`src/rtl/uart_tx_ctrl_if.sv`:
```
// Byte handshake and shifter strobe bundle between the TX byte source, the
// controller and the TX shift register.
interface uart_tx_ctrl_if #(
  parameter int unsigned DW    = 8,
  parameter int unsigned DIV_W = 16
);
  logic             i_valid;
  logic [DW-1:0]    i_data;
  logic [DIV_W-1:0] i_div;
  logic             o_ready;
  logic [DW-1:0]    o_data;
  logic             o_load;
  logic             o_ena;
  logic             o_busy;
  logic             o_done;

  // Byte source side: offers bytes, observes controller status and strobes
  modport master (
    output i_valid, i_data, i_div,
    input  o_ready, o_data, o_load, o_ena, o_busy, o_done
  );

  // Controller side
  modport slave (
    input  i_valid, i_data, i_div,
    output o_ready, o_data, o_load, o_ena, o_busy, o_done
  );
endinterface

```
`src/rtl/uart_tx_ctrl.sv`:
```
// UART TX sequencer: accepts a byte, strobes the shifter load once, then one
// shift-enable per bit period, holds the stop level, and pulses done.
module uart_tx_ctrl #(
  parameter int unsigned DW        = 8,
  parameter int unsigned DIV_W     = 16,
  parameter int unsigned STOP_BITS = 1
) (
  input  logic         clk,
  input  logic         rst,
  uart_tx_ctrl_if.slave ctrl
);

  localparam int unsigned BIT_W    = $clog2(DW + 3);
  localparam int unsigned LAST_BIT = DW + 1;
  localparam int unsigned BIT_MAX  = DW + 2;

  typedef enum logic [1:0] {IDLE, LOAD, SHIFT, STOP} state_t;

  state_t           state_q, state_d;
  logic [DIV_W-1:0] div_q, div_d;
  logic [DIV_W-1:0] baud_q, baud_d;
  logic [BIT_W-1:0] bit_q, bit_d;
  logic             stop_q, stop_d;
  logic [DW-1:0]    data_q, data_d;
  logic             ready_q, ready_d;
  logic             load_q, load_d;
  logic             ena_q, ena_d;
  logic             busy_q, busy_d;
  logic             done_q, done_d;
  logic             baud_last;

  assign baud_last = (baud_q == div_q - DIV_W'(1));

  // State, counter and output registers
  always_ff @(posedge clk or negedge rst) begin
    if (!rst) begin
      state_q <= IDLE;
      div_q   <= DIV_W'(1);
      baud_q  <= '0;
      bit_q   <= '0;
      stop_q  <= 1'b0;
      data_q  <= '0;
      ready_q <= 1'b1;
      load_q  <= 1'b0;
      ena_q   <= 1'b0;
      busy_q  <= 1'b0;
      done_q  <= 1'b0;
    end else begin
      state_q <= state_d;
      div_q   <= div_d;
      baud_q  <= baud_d;
      bit_q   <= bit_d;
      stop_q  <= stop_d;
      data_q  <= data_d;
      ready_q <= ready_d;
      load_q  <= load_d;
      ena_q   <= ena_d;
      busy_q  <= busy_d;
      done_q  <= done_d;
    end
  end

  // Next-state: leave SHIFT after the last enable, leave STOP after the stop time
  always_comb begin
    state_d = state_q;
    case (state_q)
      IDLE:  if (ctrl.i_valid && ready_q) state_d = LOAD;
      LOAD:  state_d = SHIFT;
      SHIFT: if (ena_q && (bit_q == BIT_W'(LAST_BIT))) state_d = STOP;
      STOP:  if (baud_last && (stop_q == 1'(STOP_BITS - 1))) state_d = IDLE;
      default: state_d = IDLE;
    endcase
  end

  // Counters, latched byte/divisor and registered strobes for the next cycle
  always_comb begin
    div_d  = div_q;
    data_d = data_q;
    baud_d = baud_q;
    bit_d  = bit_q;
    stop_d = stop_q;
    case (state_q)
      IDLE: begin
        baud_d = '0;
        bit_d  = '0;
        stop_d = 1'b0;
        if (state_d == LOAD) begin
          data_d = ctrl.i_data;
          div_d  = (ctrl.i_div == '0) ? DIV_W'(1) : ctrl.i_div;
        end
      end
      LOAD: begin
        baud_d = '0;
        bit_d  = '0;
      end
      SHIFT: begin
        if (state_d == STOP) begin
          baud_d = '0;
          stop_d = 1'b0;
        end else begin
          baud_d = baud_last ? '0 : baud_q + 1'b1;
        end
        if (ena_q && (bit_q != BIT_W'(BIT_MAX))) bit_d = bit_q + 1'b1;
      end
      STOP: begin
        baud_d = baud_last ? '0 : baud_q + 1'b1;
        if (baud_last) stop_d = stop_q + 1'b1;
      end
      default: ;
    endcase
    ready_d = (state_d == IDLE);
    load_d  = (state_d == LOAD);
    ena_d   = (state_d == SHIFT) && (baud_d == '0);
    busy_d  = (state_d != IDLE);
    done_d  = (state_q == STOP) && (state_d == IDLE);
  end

  assign ctrl.o_ready = ready_q;
  assign ctrl.o_data  = data_q;
  assign ctrl.o_load  = load_q;
  assign ctrl.o_ena   = ena_q;
  assign ctrl.o_busy  = busy_q;
  assign ctrl.o_done  = done_q;

endmodule

```
`src/flat_wrapper.sv`:
```
// flat-port wrapper written by rule: the top's interface ports become plain ports
module uart_tx_ctrl_flat 
#(
  parameter int unsigned DW        = 8,
  parameter int unsigned DIV_W     = 16,
  parameter int unsigned STOP_BITS = 1
)
  (clk, rst, ctrl_i_valid, ctrl_i_data, ctrl_i_div, ctrl_o_ready, ctrl_o_data, ctrl_o_load, ctrl_o_ena, ctrl_o_busy, ctrl_o_done);
  uart_tx_ctrl_if #(.DW(DW), .DIV_W(DIV_W)) ctrl_i ();
  input  logic clk;
  input  logic rst;
  input wire logic [$bits(ctrl_i.i_valid)-1:0] ctrl_i_valid;
  input wire logic [$bits(ctrl_i.i_data)-1:0] ctrl_i_data;
  input wire logic [$bits(ctrl_i.i_div)-1:0] ctrl_i_div;
  output wire logic [$bits(ctrl_i.o_ready)-1:0] ctrl_o_ready;
  output wire logic [$bits(ctrl_i.o_data)-1:0] ctrl_o_data;
  output wire logic [$bits(ctrl_i.o_load)-1:0] ctrl_o_load;
  output wire logic [$bits(ctrl_i.o_ena)-1:0] ctrl_o_ena;
  output wire logic [$bits(ctrl_i.o_busy)-1:0] ctrl_o_busy;
  output wire logic [$bits(ctrl_i.o_done)-1:0] ctrl_o_done;
  assign ctrl_i.i_valid = ctrl_i_valid;
  assign ctrl_i.i_data = ctrl_i_data;
  assign ctrl_i.i_div = ctrl_i_div;
  assign ctrl_o_ready = ctrl_i.o_ready;
  assign ctrl_o_data = ctrl_i.o_data;
  assign ctrl_o_load = ctrl_i.o_load;
  assign ctrl_o_ena = ctrl_i.o_ena;
  assign ctrl_o_busy = ctrl_i.o_busy;
  assign ctrl_o_done = ctrl_i.o_done;
  uart_tx_ctrl #(.DW(DW), .DIV_W(DIV_W), .STOP_BITS(STOP_BITS)) u_core (.clk(clk), .rst(rst), .ctrl(ctrl_i));
endmodule
```
`config.mk`:
```
export PLATFORM = sky130hd
export DESIGN_NAME = uart_tx_ctrl_flat
export DESIGN_NICKNAME = d
export VERILOG_FILES = /design/src/rtl/uart_tx_ctrl_if.sv /design/src/rtl/uart_tx_ctrl.sv /design/src/flat_wrapper.sv
export SDC_FILE = /design/constraint.sdc
export NUM_CORES = 1
export LEC_CHECK = 0
export ABC_CLOCK_PERIOD_IN_PS = 2400
export CAP_MARGIN = 10
export CORE_ASPECT_RATIO = 0.5
export CORE_UTILIZATION = 50
export DETAILED_ROUTE_END_ITERATION = 7
export GPL_TIMING_DRIVEN = 0
export PLACE_DENSITY = 0.76
export SLEW_MARGIN = 10
export SYNTH_ARGS = -nofsm -noshare
export SYNTH_HDL_FRONTEND = slang
export SYNTH_SLANG_ARGS = --single-unit
```
`constraint.sdc`:
```
create_clock -name clk -period 2.4 [get_ports clk]
set_input_delay 0.48 -clock clk [delete_from_list [all_inputs] [get_ports clk]]
set_output_delay 0.48 -clock clk [all_outputs]
set_load 0.01 [all_outputs]
```
==> results.cfg <==
[outcome]
status = complete, but fails checks
violations = negative setup slack

[cells_and_area]
drive_gt1_frac = 0.2029
antenna-diode-count = 0
num-nets-final = 445
multi_input_area_mm2 = 0.001858
register_area_mm2 = 0.001309
syn2layout_area_growth_pct = 33.40
nFillCells = 437
stdcell_count = 487
finalInstanceArea_mm2 = 0.004123

[clocking]
clkLatencyLatePin_ns = 0.29
cts_hold_buf = 0
clock_sinks = 52
cts_tree = done
clockBufferDepth = 2
cts_buffers = 5
htreeDepth = 2
path_clk_slew_ns = 0.07
clock-root-buffer = clkbuf_16

[route]
dr.max_layer_used = met4
ant_nets = 0
vias = 2783
post_drt_wl_per_cell_um = 16.05
drt-total-wl_um = 7816
wl_met1_um = 3560
drt-initial-drc-count = 170
wl_met3_um = 455
wl_met2_um = 3695
viasPerCell = 5.715
drc = 0
drtPass1Iterations = 4

[setup_path]
critPathArrivalTime_ns = 2.85
rr_endpoint = u_core.baud_q[10]
crit_path_end_kind = flop
max_stage_delay_ns = 0.57
r2r-start = u_core.div_q[0]
r2r_setup_slack_ns = -0.27
cp-start-kind = flop
r2r.worst_path.cells = 11
worstPathRequired_ns = 2.58
cp_top_family = simple AND/OR/NAND/NOR gates
path_class = reg2reg
cp_slowest_cell = dfstp_2
worst-path-max-fanout = 6
crit_cells = 11
crit_buf_inv = 4
worstPathCellList = buf_4 -> nor2_1 -> o31a_1 -> o31ai_2 -> nand4_1 -> nor4_4 -> or2_1 -> buf_6 -> buf_12 -> buf_12 -> nor2_1

[yosys]
syn_area_mm2 = 0.003090
yosys_warnings = 0
synth_top_family_by_area = simple AND/OR/NAND/NOR gates
synth.most_common_cell = nand2_1
synth.area.top_cells = dfrtp_1 40%, nand2_1 10%, xnor2_1 6.2%, nor2_1 3.8%, xor2_1 3.4%
synthCells = 351
synth.cells.most_frequent = 82 x nand2_1, 50 x dfrtp_1, 31 x nor2_1
synth-compound-area-share = 0.09190
synth.distinct_cells = 56
synth_edf_count = 0
ys_ff_latch = 52
synth_nets = 383
yosysSeqAreaShare = 0.4219
yosys.area.top_type = dfrtp_1
synth_top_area_share = 0.4049
synthAdderAreaFrac = 0.02024
synth_flop_cell = dfrtp_1
synthSimpleGateAreaFrac = 0.2891
synth_xor_area_frac = 0.1109
async_flop_share = 1.000
synthMuxAreaShare = 0.02024
synth.avg_cell_area_um2 = 8.805

[pwr]
p_clk_frac = 0.194
power_frac_seq = 0.367
p_switching_w = 0.001352
vdd_drop_max_mv = 0.4983
internal_power_w = 0.002326
power.leakage_nw = 1.755
comb_power_share = 0.439
cellPowerDensity_mw_per_mm2 = 892.2
p_sw_frac = 0.3675

[floorplan]
design.die.area_mm2 = 0.006518
fp.coreArea_mm2 = 0.005705
num_rows = 19
die_h_um = 57.59
io_pins = 40
die_x_um = 113.2
start_util = 0.5417

[sta]
worst_slew_pin_slew_ns = 0.6480
min_period_ns = 2.673
fin_setup_tns_ns = -4.607
rsz0062_at_grt = yes
fmax_mhz = 374.1
hold_violations = 0
finalCritPeriodShare = 1.114
slew_viol_final = 0
maxSlewHeadroom = 0.5654
setup_violations = 22
setup_ws_ns = -0.2728
skew_ns = 0.007510

[global_routing]
grt_pass1_vias = 2758
grt_max_degree = 38
grt_first_pass_wirelength_um = 13070
antenna_found_initial = 0
grtUsageTotal = 0.2569
grt_overflow = 0

[run]
drv_cap = 0

[min_path]
min_path_type = in2async

[place]
dpl_cell_area_mm2 = 0.003623
gp_congestion = 0.8958
portBuffers = 39
place_hpwl_um = 5222
place_inst = 464
dpl_worst_slack_ns = -0.5125
placed cells by master (no fill, tap or decap), types with 9 or more instances in the layout:
cell,instances
buf_4,13
nor2_1,19
dfrtp_1,46
nand3_1,13
inv_1,9
clkbuf_1,11
nand2_1,82
clkdlybuf4s50_1,38
xnor2_1,21
xor2_1,12
flip-flops by register name (all words and copies together), names as in the netlist:
name                 count
u_core.ctrl.o_data       8
u_core.div_q            16
u_core.bit_q             4
u_core.ctrl.o_load       1
u_core.ctrl.o_ready      1
u_core.state_q           2
u_core.stop_q            1
u_core.ctrl.o_ena        1
u_core.baud_q           16
u_core.ctrl.o_done       1
u_core.ctrl.o_busy       1
cell type report:
cell class,instances,share of cell area
Timing Repair Buffer,59,0.1426
Clock buffer,8,0.03551
Tap cell,73,0.02215
Buffer,16,0.02185
Inverter,10,0.009712
Multi-Input combinational cell,269,0.4507
Sequential cell,52,0.3175
stage by stage:
stage          power (W)  utilization  hold slack (ns)
3_5_place_dp    0.002601       0.6351           0.4264
6_report        0.003678       0.7226           0.1133
4_1_cts         0.003603       0.7171           0.1175
2_1_floorplan   0.002193            -           0.1844
3_3_place_gp    0.002545       0.6325           0.4588
5_1_grt         0.003905       0.7226           0.1263
worst reg2reg max path, stage by stage, from the launching register on:
cell and delay [ns]:
dfstp_2 0.57, buf_4 0.18, nor2_1 0.07, o31a_1 0.33, o31ai_2 0.27, nand4_1 0.20, nor4_4 0.40, or2_1 0.17
buf_6 0.12, buf_12 0.11, buf_12 0.11, nor2_1 0.05
logic make-up after synthesis:
group / after synthesis
buffers and inverters: 30
multiplexers: 6
AO/OA/AOI/OAI: 39
XOR/XNOR: 36
AND/OR/NAND/NOR: 183
adder cells (fa/ha/maj): 5
flip-flops: 52
metal layers:
metal	up-vias	track usage
met1	1360	0.3531
met4	0	0.04323
met3	10	0.05632
met5	-	0
li1	1328	-
met2	85	0.4286
how the worst max path moves through the flow:
stage	start	slack, ns	endpoint
after detailed placement	u_core.div_q[3]	-0.51	u_core.baud_q[15]
after CTS	u_core.div_q[0]	-0.20	u_core.baud_q[12]
after floorplan	u_core.div_q[0]	0.004	u_core.baud_q[15]
after global placement	rst	-0.63	u_core.ctrl.o_data[5]
final	u_core.div_q[0]	-0.27	u_core.baud_q[10]
after global routing	u_core.div_q[0]	-0.37	u_core.state_q[1]
repair_timing:
item                                    4_1_cts  5_1_grt
pin swaps                                    18       13
resized for setup                            33       19
setup buffers                                18        2
cloned                                        1        0
endpoints found under the setup margin       23       42
power groups by stage:
| stage | combinational (W) | clock, W | sequential [W] |
|---|---|---|---|
| floorplan | 0.000909 | 0 | 0.00128 |
| global placement | 0.00124 | 0 | 0.00130 |
| global route | 0.00175 | 0.000769 | 0.00139 |
| detailed placement | 0.00129 | 0 | 0.00131 |
| CTS | 0.00158 | 0.000724 | 0.00130 |
| finish | 0.00161 | 0.000715 | 0.00135 |
Power figures use the tool's default switching activity.
